--- src/rtl/if_fetch_controller_if.sv ---
// Instruction-memory request/response bus between
// the fetch controller (master) and memory (slave).
interface if_fetch_controller_if;
  logic        imem_req;
  logic [31:0] imem_addr;
  logic        imem_ack;
  logic [31:0] imem_rdata;

  modport master (
    output imem_req,
    output imem_addr,
    input  imem_ack,
    input  imem_rdata
  );

  modport slave (
    input  imem_req,
    input  imem_addr,
    output imem_ack,
    output imem_rdata
  );
endinterface

--- src/rtl/if_fetch_controller.sv ---
// Fetch sequencer: owns the PC, issues imem requests
// and buffers {pc, instr} pairs for the IF latch.
module if_fetch_controller #(
  parameter logic [31:0] RESET_PC = 32'h0000_0000,
  parameter logic [31:0] PC_STEP  = 32'd4,
  parameter int unsigned QDEPTH   = 2
) (
  input  logic                  clk,
  input  logic                  rst,
  input  logic                  isBranchTaken,
  input  logic [31:0]           branchPC,
  input  logic                  stall,
  if_fetch_controller_if.master imem,
  output logic                  if_valid,
  output logic [31:0]           if_pc,
  output logic [31:0]           if_instr
);
  localparam int AW = $clog2(QDEPTH);
  localparam int CW = AW + 1;
  localparam logic [CW-1:0] QFULL = CW'(QDEPTH);

  typedef enum logic [1:0] {
    IDLE,
    BUSY,
    DRAIN
  } state_t;

  state_t        state;
  state_t        state_nxt;
  logic [31:0]   pc;
  logic [31:0]   pc_nxt;
  logic          req_nxt;
  logic [31:0]   addr_nxt;
  logic [31:0]   seq_addr;

  logic [31:0]   q_pc    [QDEPTH];
  logic [31:0]   q_instr [QDEPTH];
  logic [AW-1:0] rd_ptr;
  logic [AW-1:0] wr_ptr;
  logic [CW-1:0] count;
  logic [CW-1:0] count_nxt;

  logic          flush;
  logic          push;
  logic          pop;
  logic          can_issue;

  assign flush    = isBranchTaken;
  assign if_valid = (count != '0);
  assign pop      = if_valid & ~stall & ~flush;
  assign push     = (state == BUSY) & imem.imem_ack & ~flush;
  assign seq_addr = imem.imem_addr + PC_STEP;
  assign if_pc    = if_valid ? q_pc[rd_ptr] : '0;
  assign if_instr = if_valid ? q_instr[rd_ptr] : '0;

  always_comb begin
    count_nxt = count;
    if (flush)
      count_nxt = '0;
    else if (push && !pop)
      count_nxt = count + CW'(1);
    else if (pop && !push)
      count_nxt = count - CW'(1);
  end

  // Launching now must leave a slot for the reply
  assign can_issue = (count_nxt < QFULL);

  always_comb begin
    state_nxt = state;
    pc_nxt    = pc;
    req_nxt   = imem.imem_req;
    addr_nxt  = imem.imem_addr;
    unique case (state)
      IDLE: begin
        if (flush) begin
          pc_nxt = branchPC;
        end else if (can_issue) begin
          req_nxt   = 1'b1;
          addr_nxt  = pc;
          state_nxt = BUSY;
        end
      end
      BUSY: begin
        if (imem.imem_ack) begin
          pc_nxt = flush ? branchPC : seq_addr;
          if (can_issue) begin
            addr_nxt = pc_nxt;
          end else begin
            req_nxt   = 1'b0;
            state_nxt = IDLE;
          end
        end else if (flush) begin
          pc_nxt    = branchPC;
          state_nxt = DRAIN;
        end
      end
      DRAIN: begin
        if (flush)
          pc_nxt = branchPC;
        if (imem.imem_ack) begin
          if (can_issue) begin
            addr_nxt  = pc_nxt;
            state_nxt = BUSY;
          end else begin
            req_nxt   = 1'b0;
            state_nxt = IDLE;
          end
        end
      end
      default: begin
        req_nxt   = 1'b0;
        state_nxt = IDLE;
      end
    endcase
  end

  always_ff @(posedge clk or negedge rst) begin
    if (!rst) begin
      state          <= IDLE;
      pc             <= RESET_PC;
      imem.imem_req  <= 1'b0;
      imem.imem_addr <= '0;
    end else begin
      state          <= state_nxt;
      pc             <= pc_nxt;
      imem.imem_req  <= req_nxt;
      imem.imem_addr <= addr_nxt;
    end
  end

  always_ff @(posedge clk or negedge rst) begin
    if (!rst) begin
      rd_ptr <= '0;
      wr_ptr <= '0;
      count  <= '0;
      for (int i = 0; i < QDEPTH; i++) begin
        q_pc[i]    <= '0;
        q_instr[i] <= '0;
      end
    end else begin
      count <= count_nxt;
      if (flush) begin
        rd_ptr <= '0;
        wr_ptr <= '0;
      end else begin
        if (push) begin
          q_pc[wr_ptr]    <= imem.imem_addr;
          q_instr[wr_ptr] <= imem.imem_rdata;
          wr_ptr          <= wr_ptr + AW'(1);
        end
        if (pop)
          rd_ptr <= rd_ptr + AW'(1);
      end
    end
  end
endmodule
--- src/flat_wrapper.sv ---
// flat-port wrapper written by rule: the top's interface ports become plain ports
module if_fetch_controller_flat 
#(
  parameter logic [31:0] RESET_PC = 32'h0000_0000,
  parameter logic [31:0] PC_STEP  = 32'd4,
  parameter int unsigned QDEPTH   = 2
)
  (clk, rst, isBranchTaken, branchPC, stall, if_valid, if_pc, if_instr, imem_imem_req, imem_imem_addr, imem_imem_ack, imem_imem_rdata);
  if_fetch_controller_if imem_i ();
  input  logic clk;
  input  logic rst;
  input  logic isBranchTaken;
  input  logic [31:0] branchPC;
  input  logic stall;
  output logic if_valid;
  output logic [31:0] if_pc;
  output logic [31:0] if_instr;
  output wire logic [$bits(imem_i.imem_req)-1:0] imem_imem_req;
  output wire logic [$bits(imem_i.imem_addr)-1:0] imem_imem_addr;
  input wire logic [$bits(imem_i.imem_ack)-1:0] imem_imem_ack;
  input wire logic [$bits(imem_i.imem_rdata)-1:0] imem_imem_rdata;
  assign imem_imem_req = imem_i.imem_req;
  assign imem_imem_addr = imem_i.imem_addr;
  assign imem_i.imem_ack = imem_imem_ack;
  assign imem_i.imem_rdata = imem_imem_rdata;
  if_fetch_controller #(.RESET_PC(RESET_PC), .PC_STEP(PC_STEP), .QDEPTH(QDEPTH)) u_core (.clk(clk), .rst(rst), .isBranchTaken(isBranchTaken), .branchPC(branchPC), .stall(stall), .imem(imem_i), .if_valid(if_valid), .if_pc(if_pc), .if_instr(if_instr));
endmodule
--- config.mk ---
export PLATFORM = sky130hd
export DESIGN_NAME = if_fetch_controller_flat
export DESIGN_NICKNAME = d
export VERILOG_FILES = /design/src/rtl/if_fetch_controller_if.sv /design/src/rtl/if_fetch_controller.sv /design/src/flat_wrapper.sv
export SDC_FILE = /design/constraint.sdc
export NUM_CORES = 1
export LEC_CHECK = 0
export CORE_AREA = 10 10 174 176
export DETAILED_ROUTE_END_ITERATION = 16
export DIE_AREA = 0 0 184 186
export PLACE_DENSITY = 0.74
export SLEW_MARGIN = 20
export SYNTH_ARGS = -nofsm -noshare
export SYNTH_HDL_FRONTEND = slang
export SYNTH_SLANG_ARGS = --single-unit
--- constraint.sdc ---
create_clock -name clk -period 4.1 [get_ports clk]
set_input_delay 0.82 -clock clk [delete_from_list [all_inputs] [get_ports clk]]
set_output_delay 0.82 -clock clk [all_outputs]
set_load 0.01 [all_outputs]
## After elaboration in Yosys (flattened, before gate mapping)

Index checks and enable logic that the tools add are counted.

| operators by class | value |
|---|---|
| add/sub/neg operators | 5 |
| order comparisons | 4 |
| eq/ne operators | 12 |
| muxes and demuxes | 43 |
| bitwise operators | 8 |
| reductions and logical operators | 17 |

Operators by type and width:

| cell | count |
|---|---|
| two-way mux 32 bit | 18 |
| bitwise mux 64 bit | 2 |
| one-hot mux 32 bit (3 select lines) | 1 |
| one-hot mux 32 bit (2 select lines) | 1 |
| adder 32 x 3 -> 32 bit (second input constant) | 1 |
| demux 32 bit (select 1 bit) | 1 |
| two-way mux 2 bit | 9 |
| two-way mux 1 bit | 9 |
| != test 2 x 1 -> 1 bit (second input constant) | 4 |
| != test 2 bit (second input constant) | 4 |
| nonzero test 2 bit | 4 |
| AND reduction 7 bit | 1 |
| != test 3 bit (second input constant) | 2 |
| one-hot mux 2 bit (3 select lines) | 1 |
| AND reduction 5 bit | 1 |
| AND 1 bit | 4 |
| >= comparator 2 bit (second input constant) | 2 |
| inverter 1 -> 2 bit | 2 |
| AND reduction 4 bit | 1 |
| OR reduction 2 bit | 2 |
| logical AND 1 bit | 3 |
| nonzero test 3 bit | 1 |
| adder 1 bit (second input constant) | 2 |
| adder 2 x 1 -> 2 bit (second input constant) | 1 |
| other kinds (10) | 12 |

| storage, ports and cells | value |
|---|---|
| register bits | 199 |
| input port bits | 69 |

## Logic depth before layout (Yosys ltp)

Gate-level depths: netlist of the first run.

| depth | value |
|---|---|
| word-level depth | 12 |
| depth in mapped cells | 9 |
| gate-level depth less buffers | 7 |

## Least setup slack after synthesis of the first run

OpenSTA, ideal clock, no wires.

| timing | value |
|---|---|
| kind | input to register |
| start point | in imem_imem_ack |
| end point | reg u_core.pc[17] |
| library setup time | 137 ps |
| arrival time | 2231 ps |
| slack | 1732 ps |
| cell stages on the path | 6 |
| path through | buf_2 -> nor3b_2 -> nand2_1 -> nor2_1 -> clkbuf_1 -> a21oi_1 |

| on the way | value |
|---|---|
| word-level cells in the longest chain between the ends | 2 |

RTL lines:

| item | RTL line | text |
|---|---|---|
| start: declaration | flat_wrapper.sv:20 | `input wire logic [$bits(imem_i.imem_ack)-1:0] imem_imem_ack;` |
| two-way mux 32 bit | if_fetch_controller.sv:85 | `if (imem.imem_ack) begin` |
| one-hot mux 32 bit (2 select lines) | if_fetch_controller.sv:74 | `unique case (state)` |
| end signal: assignment | if_fetch_controller.sv:126 | `pc <= pc_nxt;` |
| end: declaration | if_fetch_controller.sv:30 | `logic [31:0] pc;` |

Every way passes these cells.
A chain may end at the register's enable or synchronous reset.

## Worst setup path after layout of the first run

| timing | value |
|---|---|
| start point | reg u_core.count[0] |
| end point | out if_instr[10] |

| on the way | value |
|---|---|
| word-level cells in the longest chain between the ends | 2 |

RTL lines:

| item | RTL line | text |
|---|---|---|
| start: declaration | if_fetch_controller.sv:40 | `logic [CW-1:0] count;` |
| start signal: assignment | if_fetch_controller.sv:142 | `count <= count_nxt;` |
| nonzero test 2 bit | if_fetch_controller.sv:49 | `assign if_valid = (count != '0);` |
| two-way mux 32 bit | if_fetch_controller.sv:54 | `assign if_instr = if_valid ? q_instr[rd_ptr] : '0;` |
| end: declaration | flat_wrapper.sv:17 | `output logic [31:0] if_instr;` |

Every way passes these cells.

==> run_results.csv, run 1 <==
group,metric,value,unit
status,status,"complete, no violations",
synth,synth_warnings,0,
routing,drc,0,
placement,place_inst,1452,
worst_setup_path,end_kind,"output port",
sta,setup_violations,0,
clock_tree,cts_resized,0,
placement,detailed_place_hpwl,21.2,mm
sta,slew_headroom,0.364,
routing,via_count,8527,
min_path,hold_path.class,"input port to asynchronous set/reset pin",
worst_setup_path,critPathBufInv,3,
placement,placed_area,12500,sq um
floorplanning,fp.dieH,186,um
placement,port_buffers,166,
synth,async_reset_ff_frac,1.00,
clock_tree,cts_tree,"yes",
clock_tree,root_buffer,"clkbuf_16",
synth,yosys.area.top_type_share,0.474,
clock_tree,clock_path_buffers,2,
routing,drt-wirelength-per-cell,20.8,um
job,drv_cap,0,
routing,vias_per_cell,5.75,
worst_setup_path,crit_chain,"inv_1, ha_2, buf_4, nor2_1, clkdlybuf4s50_1",
floorplanning,rows,60,
placement,place.gp.congestion,0.863,
worst_setup_path,path_max_fanout,36,
worst_setup_path,critical_path.slowest_cell,"ha_2",
sta,period_share,0.843,
synth,ys_top_cells_by_count,"dfrtp_1, mux2_2, nor2_1, mux2i_1, o21ai_0",
synth,synth_nets,1072,
synth,synth_ff_type,"dfrtp_1",
floorplanning,start_util,0.393,
final_layout,layout-drive-gt1-share,0.178,
synth,synth-edff-count,0,
sta,fmax,289,MHz
final_layout,layout.nets,1206,
sta,tns,0,ns
clock_tree,numCtsBuffers,17,
synth,syn_inst,996,
global_routing,grt_usage,0.179,
synth,syn_area,10500,sq um
synth,ys_top_cells_by_area,"dfrtp_1, mux2_2, mux2i_1",
worst_setup_path,cp_top_family,"buffers and inverters",
worst_setup_path,critPathRequiredTime,3.28,ns
routing,dr.pass1.iters,7,
final_layout,final_cell_area,13100,sq um
synth,avgSynthCellArea,10.5,sq um
global_routing,grt_pass1_wl,48.7,mm
sta,grt_setup_unrepaired,"no",
clock_tree,cts_setup_buffers,0,
final_layout,n_antenna_cell,0,
routing,wl,30.9,mm
clock_tree,cts_hold_buf,0,
clock_tree,path_clk_slew,0.07,ns
worst_setup_path,r2r_slack,1.09,ns
synth,synth_seq_cells,199,
sta,finalHoldViolCount,0,
routing,ant_nets,0,
power,powerDensity,804,nW/um^2
final_layout,finalNonFillerCells,1483,
global_routing,grt_max_degree,109,
clock_tree,clock-sinks,199,
power,leakagePower,5.41,nW
clock_tree,clk_latency,0.44,ns
sta,finalClockSkew,0.0125,ns
worst_setup_path,slowest_delay,0.78,ns
sta,worst_pin_slew,0.952,ns
power,irDropWorstVdd,0.000371,V
global_routing,grt_overflow,0,
clock_tree,htree_levels,4,
global_routing,antenna_found_initial,1,
synth,synth.most_common_cell,"dfrtp_1",
floorplanning,die_w,184,um
sta,min_period,3.46,ns
worst_setup_path,worstPathArrival,2.64,ns
final_layout,syn2layout_area_growth,24.8,%
synth,synthDistinctLibCells,66,
floorplanning,io_pins,167,
synth,ys_seq_area_frac,0.474,
global_routing,grt_pass1_vias,8680,
sta,drv_slew,0,
worst_setup_path,critPathLaunchType,"register",
synth,synth_area_leader_cell,"dfrtp_1",
floorplanning,core_area,26700,sq um
worst_setup_path,path_class,"register to output port",
floorplanning,dieArea,34200,sq um
routing,first_iter_violations,892,
[through the flow]
stage | setup WS [ns] | total power [mW] | hold WS, ns | utilization
floorplan | 1.73 | 6.67 | 0.450 | -
global placement | 0.968 | 8.68 | 0.460 | 0.469
detailed placement | 0.928 | 8.85 | 0.477 | 0.469
CTS | 0.611 | 10.6 | 0.495 | 0.490
global route | 0.492 | 11.2 | 0.515 | 0.490
finish | 0.642 | 10.5 | 0.467 | 0.490
[power by group]
group	internal [mW]	switching, mW	total [mW]	leakage, nW
registers	2.82	0.864	3.68	2.47
logic	2.54	2.62	5.16	2.66
clock network	0.869	0.825	1.69	0.282
total	6.23	4.31	10.5	5.41
[cell usage in the layout, fill, tap and decap left out, types with 17 or more instances in the layout]
master / count
a21oi_1: 44
buf_4: 24
clkbuf_16: 17
clkdlybuf4s50_1: 164
dfrtp_1: 198
inv_1: 25
mux2_2: 121
mux2i_1: 67
nand2_1: 42
nor2_1: 117
o21ai_0: 62
o22ai_1: 45
xnor2_1: 20
[flip-flops by register name (all words and copies together) (netlist names)]
name	cells
u_core.q_instr	64
u_core.q_pc	64
u_core.imem.imem_addr	32
u_core.pc	32
u_core.count	2
u_core.state	2
u_core.imem.imem_req	1
u_core.rd_ptr	1
u_core.wr_ptr	1
[layout make-up]
type / count / area [sq um]
Sequential cell: 199 / 4980
Clock inverter: 14 / 156
Inverter: 26 / 97.6
Fill cell: 2411 / 13600
Multi-Input combinational cell: 694 / 5130
Timing Repair Buffer: 192 / 1880
Tap cell: 341 / 427
Clock buffer: 17 / 425
[final timing paths]
path / startpoint / cells past startpoint / to
worst max-delay path: u_core.count[0] / 5 / if_instr[10]
worst min-delay path: rst / 1 / u_core.q_instr[59]
worst max register to register: u_core.state[0] / 7 / u_core.imem.imem_addr[18]
worst min register to register: u_core.q_pc[26] / 2 / u_core.q_pc[26]
max in group asynchronous: rst / 2 / u_core.q_pc[29]
min in group clk: u_core.q_pc[26] / 2 / u_core.q_pc[26]
[per-layer routing]
layer | up-vias | part of all wire | GRT usage
met5 | - | 0.00042 | 0
met2 | 387 | 0.46 | 0.285
met3 | 40 | 0.092 | 0.0511
met1 | 4200 | 0.43 | 0.230
met4 | 2 | 0.017 | 0.0531
li1 | 3898 | - | -
[kinds of logic after synthesis]
logic type | synth area share
AO/OA/AOI/OAI | 0.153
XOR/XNOR | 0.0258
adder cells (fa/ha/maj) | 0.00834
buffers and inverters | 0.0398
flip-flops | 0.474
multiplexers | 0.194
AND/OR/NAND/NOR | 0.105
(Power assumes the default switching activity.)
==> inputs of run 2 (changes only) <==
==> constraint.sdc (replaced) <==
create_clock -name clk -period 3.6 [get_ports clk]
set_input_delay 0.72 -clock clk [delete_from_list [all_inputs] [get_ports clk]]
set_output_delay 0.72 -clock clk [all_outputs]
set_load 0.01 [all_outputs]
==> run 2 against run 1 <==
Final cell count grew 0.47%. First-iteration DRC count grew 2.7%. Clock-buffer cell count rose by 4. Worst hold slack worse by 0.12 ns. Sequential share of layout area decreased by 0.25 points. Clock skew down 0.0030 ns. Combinational power grew 16%.
==> run_results.csv, run 2 (synthesis gave the netlist of run 1 again) <==
group,metric,value,unit
power,p_switching,4.86,mW
placement,place.gp.congestion,0.890,
worst_setup_path,path_class,"register to output port",
sta,period_share,0.876,
floorplanning,die_w,184,um
worst_setup_path,r2r-end,"u_core.imem.imem_addr[17]",
final_layout,final_common_cell,"dfrtp_1",
clock_tree,path_clk_slew,0.07,ns
worst_setup_path,crit_chain,"inv_1, ha_2, buf_12, nor2_1, clkdlybuf4s50_1",
sta,hold_slack,0.350,ns
power,p_seq_frac,0.347,
routing,routed-wl-met3,2.71,mm
sta,fin_ws,0.445,ns
min_path,hold_path.class,"input port to asynchronous set/reset pin",
final_layout,layout.nets,1212,
routing,ant_nets,0,
power,leakagePower,5.46,nW
floorplanning,io_pins,167,
routing,wl,31.0,mm
worst_setup_path,end_kind,"output port",
final_layout,n_antenna_cell,0,
clock_tree,clock-sinks,199,
placement,dp_slack,0.565,ns
status,status,"complete, no violations",
placement,place_inst,1458,
routing,drt-wirelength-per-cell,20.8,um
sta,min_period,3.15,ns
final_layout,mostFrequentLayoutCells,"dfrtp_1, clkdlybuf4s50_1, mux2_2",
routing,wl_met1,13.6,mm
power,powerDensity,908,nW/um^2
clock_tree,root_buffer,"clkbuf_16",
global_routing,grt_usage,0.181,
placement,placed_area,12600,sq um
sta,finalClockSkew,0.00948,ns
sta,tns,0,ns
floorplanning,dieArea,34200,sq um
routing,dr.pass1.iters,7,
power,power_frac_clock,0.155,
worst_setup_path,reg2reg_depth,8,
floorplanning,start_util,0.393,
routing,via_count,8597,
final_layout,top_regs,"u_core.q_instr x64, u_core.q_pc x64",
worst_setup_path,worstPathArrival,2.43,ns
clock_tree,cts_hold_buf,0,
final_layout,syn2layout_area_growth,25.6,%
global_routing,grt_overflow,0,
worst_setup_path,r2r-start,"u_core.count[0]",
job,drv_cap,0,
routing,first_iter_violations,916,
sta,fmax,317,MHz
global_routing,grt_pass1_vias,8788,
routing,vias_per_cell,5.77,
global_routing,grt_max_degree,95,
sta,worst_pin_slew,0.837,ns
final_layout,layout-drive-gt1-share,0.182,
routing,drc,0,
final_layout,final_cell_area,13200,sq um
power,comb_power_share,0.498,
floorplanning,rows,60,
power,p_int,7.12,mW
power,power_switching_share,0.405,
power,irDropWorstVdd,0.000379,V
placement,port_buffers,166,
sta,slew_headroom,0.437,
routing,top_layer,"met4",
worst_setup_path,r2r_slack,0.93,ns
placement,detailed_place_hpwl,21.3,mm
sta,grt_setup_unrepaired,"no",
worst_setup_path,critical_path.slowest_cell,"ha_2",
worst_setup_path,path_max_fanout,50,
clock_tree,clock_path_buffers,2,
clock_tree,htree_levels,4,
clock_tree,cts_tree,"yes",
final_layout,fill_cells,2376,
global_routing,antenna_found_initial,0,
floorplanning,core_area,26700,sq um
global_routing,grt_pass1_wl,49.4,mm
clock_tree,clk_latency,0.44,ns
clock_tree,numCtsBuffers,17,
sta,setup_violations,0,
routing,wl_met2,14.1,mm
floorplanning,fp.dieH,186,um
sta,finalHoldViolCount,0,
sta,drv_slew,0,
worst_setup_path,critPathLaunchType,"register",
worst_setup_path,critPathRequiredTime,2.88,ns
clock_tree,cts_setup_buffers,0,
worst_setup_path,slowest_delay,0.54,ns
clock_tree,cts_resized,0,
final_layout,finalNonFillerCells,1490,
## run 2: worst max-delay path by stage
stage | startpoint | endpoint | slack, ns | cells after the start
4_1_cts | u_core.rd_ptr | if_instr[3] | 0.43 | 4
5_1_grt | u_core.count[0] | if_pc[8] | 0.31 | 5
3_3_place_gp | stall | u_core.imem.imem_addr[17] | 0.62 | 7
6_report | u_core.count[0] | if_pc[28] | 0.45 | 5
3_5_place_dp | stall | u_core.imem.imem_addr[17] | 0.56 | 7
2_1_floorplan | imem_imem_ack | u_core.pc[17] | 1.33 | 6
## run 2: power by group through the flow
stage                     Sequential, mW  Combinational (mW)  Clock, mW
after floorplan                     3.85                3.74          0
after global placement              4.12                5.84          0
after detailed placement            4.18                5.96          0
after CTS                           4.14                5.99       1.90
after global routing                4.30                6.51       1.98
final                               4.15                5.96       1.86
## run 2: area by class of cell
cell class | instances | area, sq um | area share
clock buffer | 21 | 470 | 0.0357
timing repair buffer | 198 | 1990 | 0.151
inverter | 26 | 97.6 | 0.00740
clock inverter | 11 | 88.8 | 0.00674
tap | 341 | 427 | 0.0323
multi-input combinational | 694 | 5130 | 0.389
sequential | 199 | 4980 | 0.378
## run 2: critical path: cells and delay by family, from the launching register on
family                   cells  cell delay (ns)
flip-flops                   1             0.37
buffers and inverters        3             0.95
AND/OR/NAND/NOR              1             0.09
adder cells (fa/ha/maj)      1             0.54
## run 2: metrics by stage
stage	utilization	total power, mW
after floorplan	-	7.59
after global placement	0.473	9.96
final	0.493	12.0
after detailed placement	0.473	10.1
after CTS	0.493	12.0
after global routing	0.493	12.8
## run 2: routing by layer
layer | track usage | vias to the layer above
met5 | 0 | -
met4 | 0.0583 | 0
met3 | 0.0536 | 42
met2 | 0.282 | 368
met1 | 0.237 | 4269
li1 | - | 3918
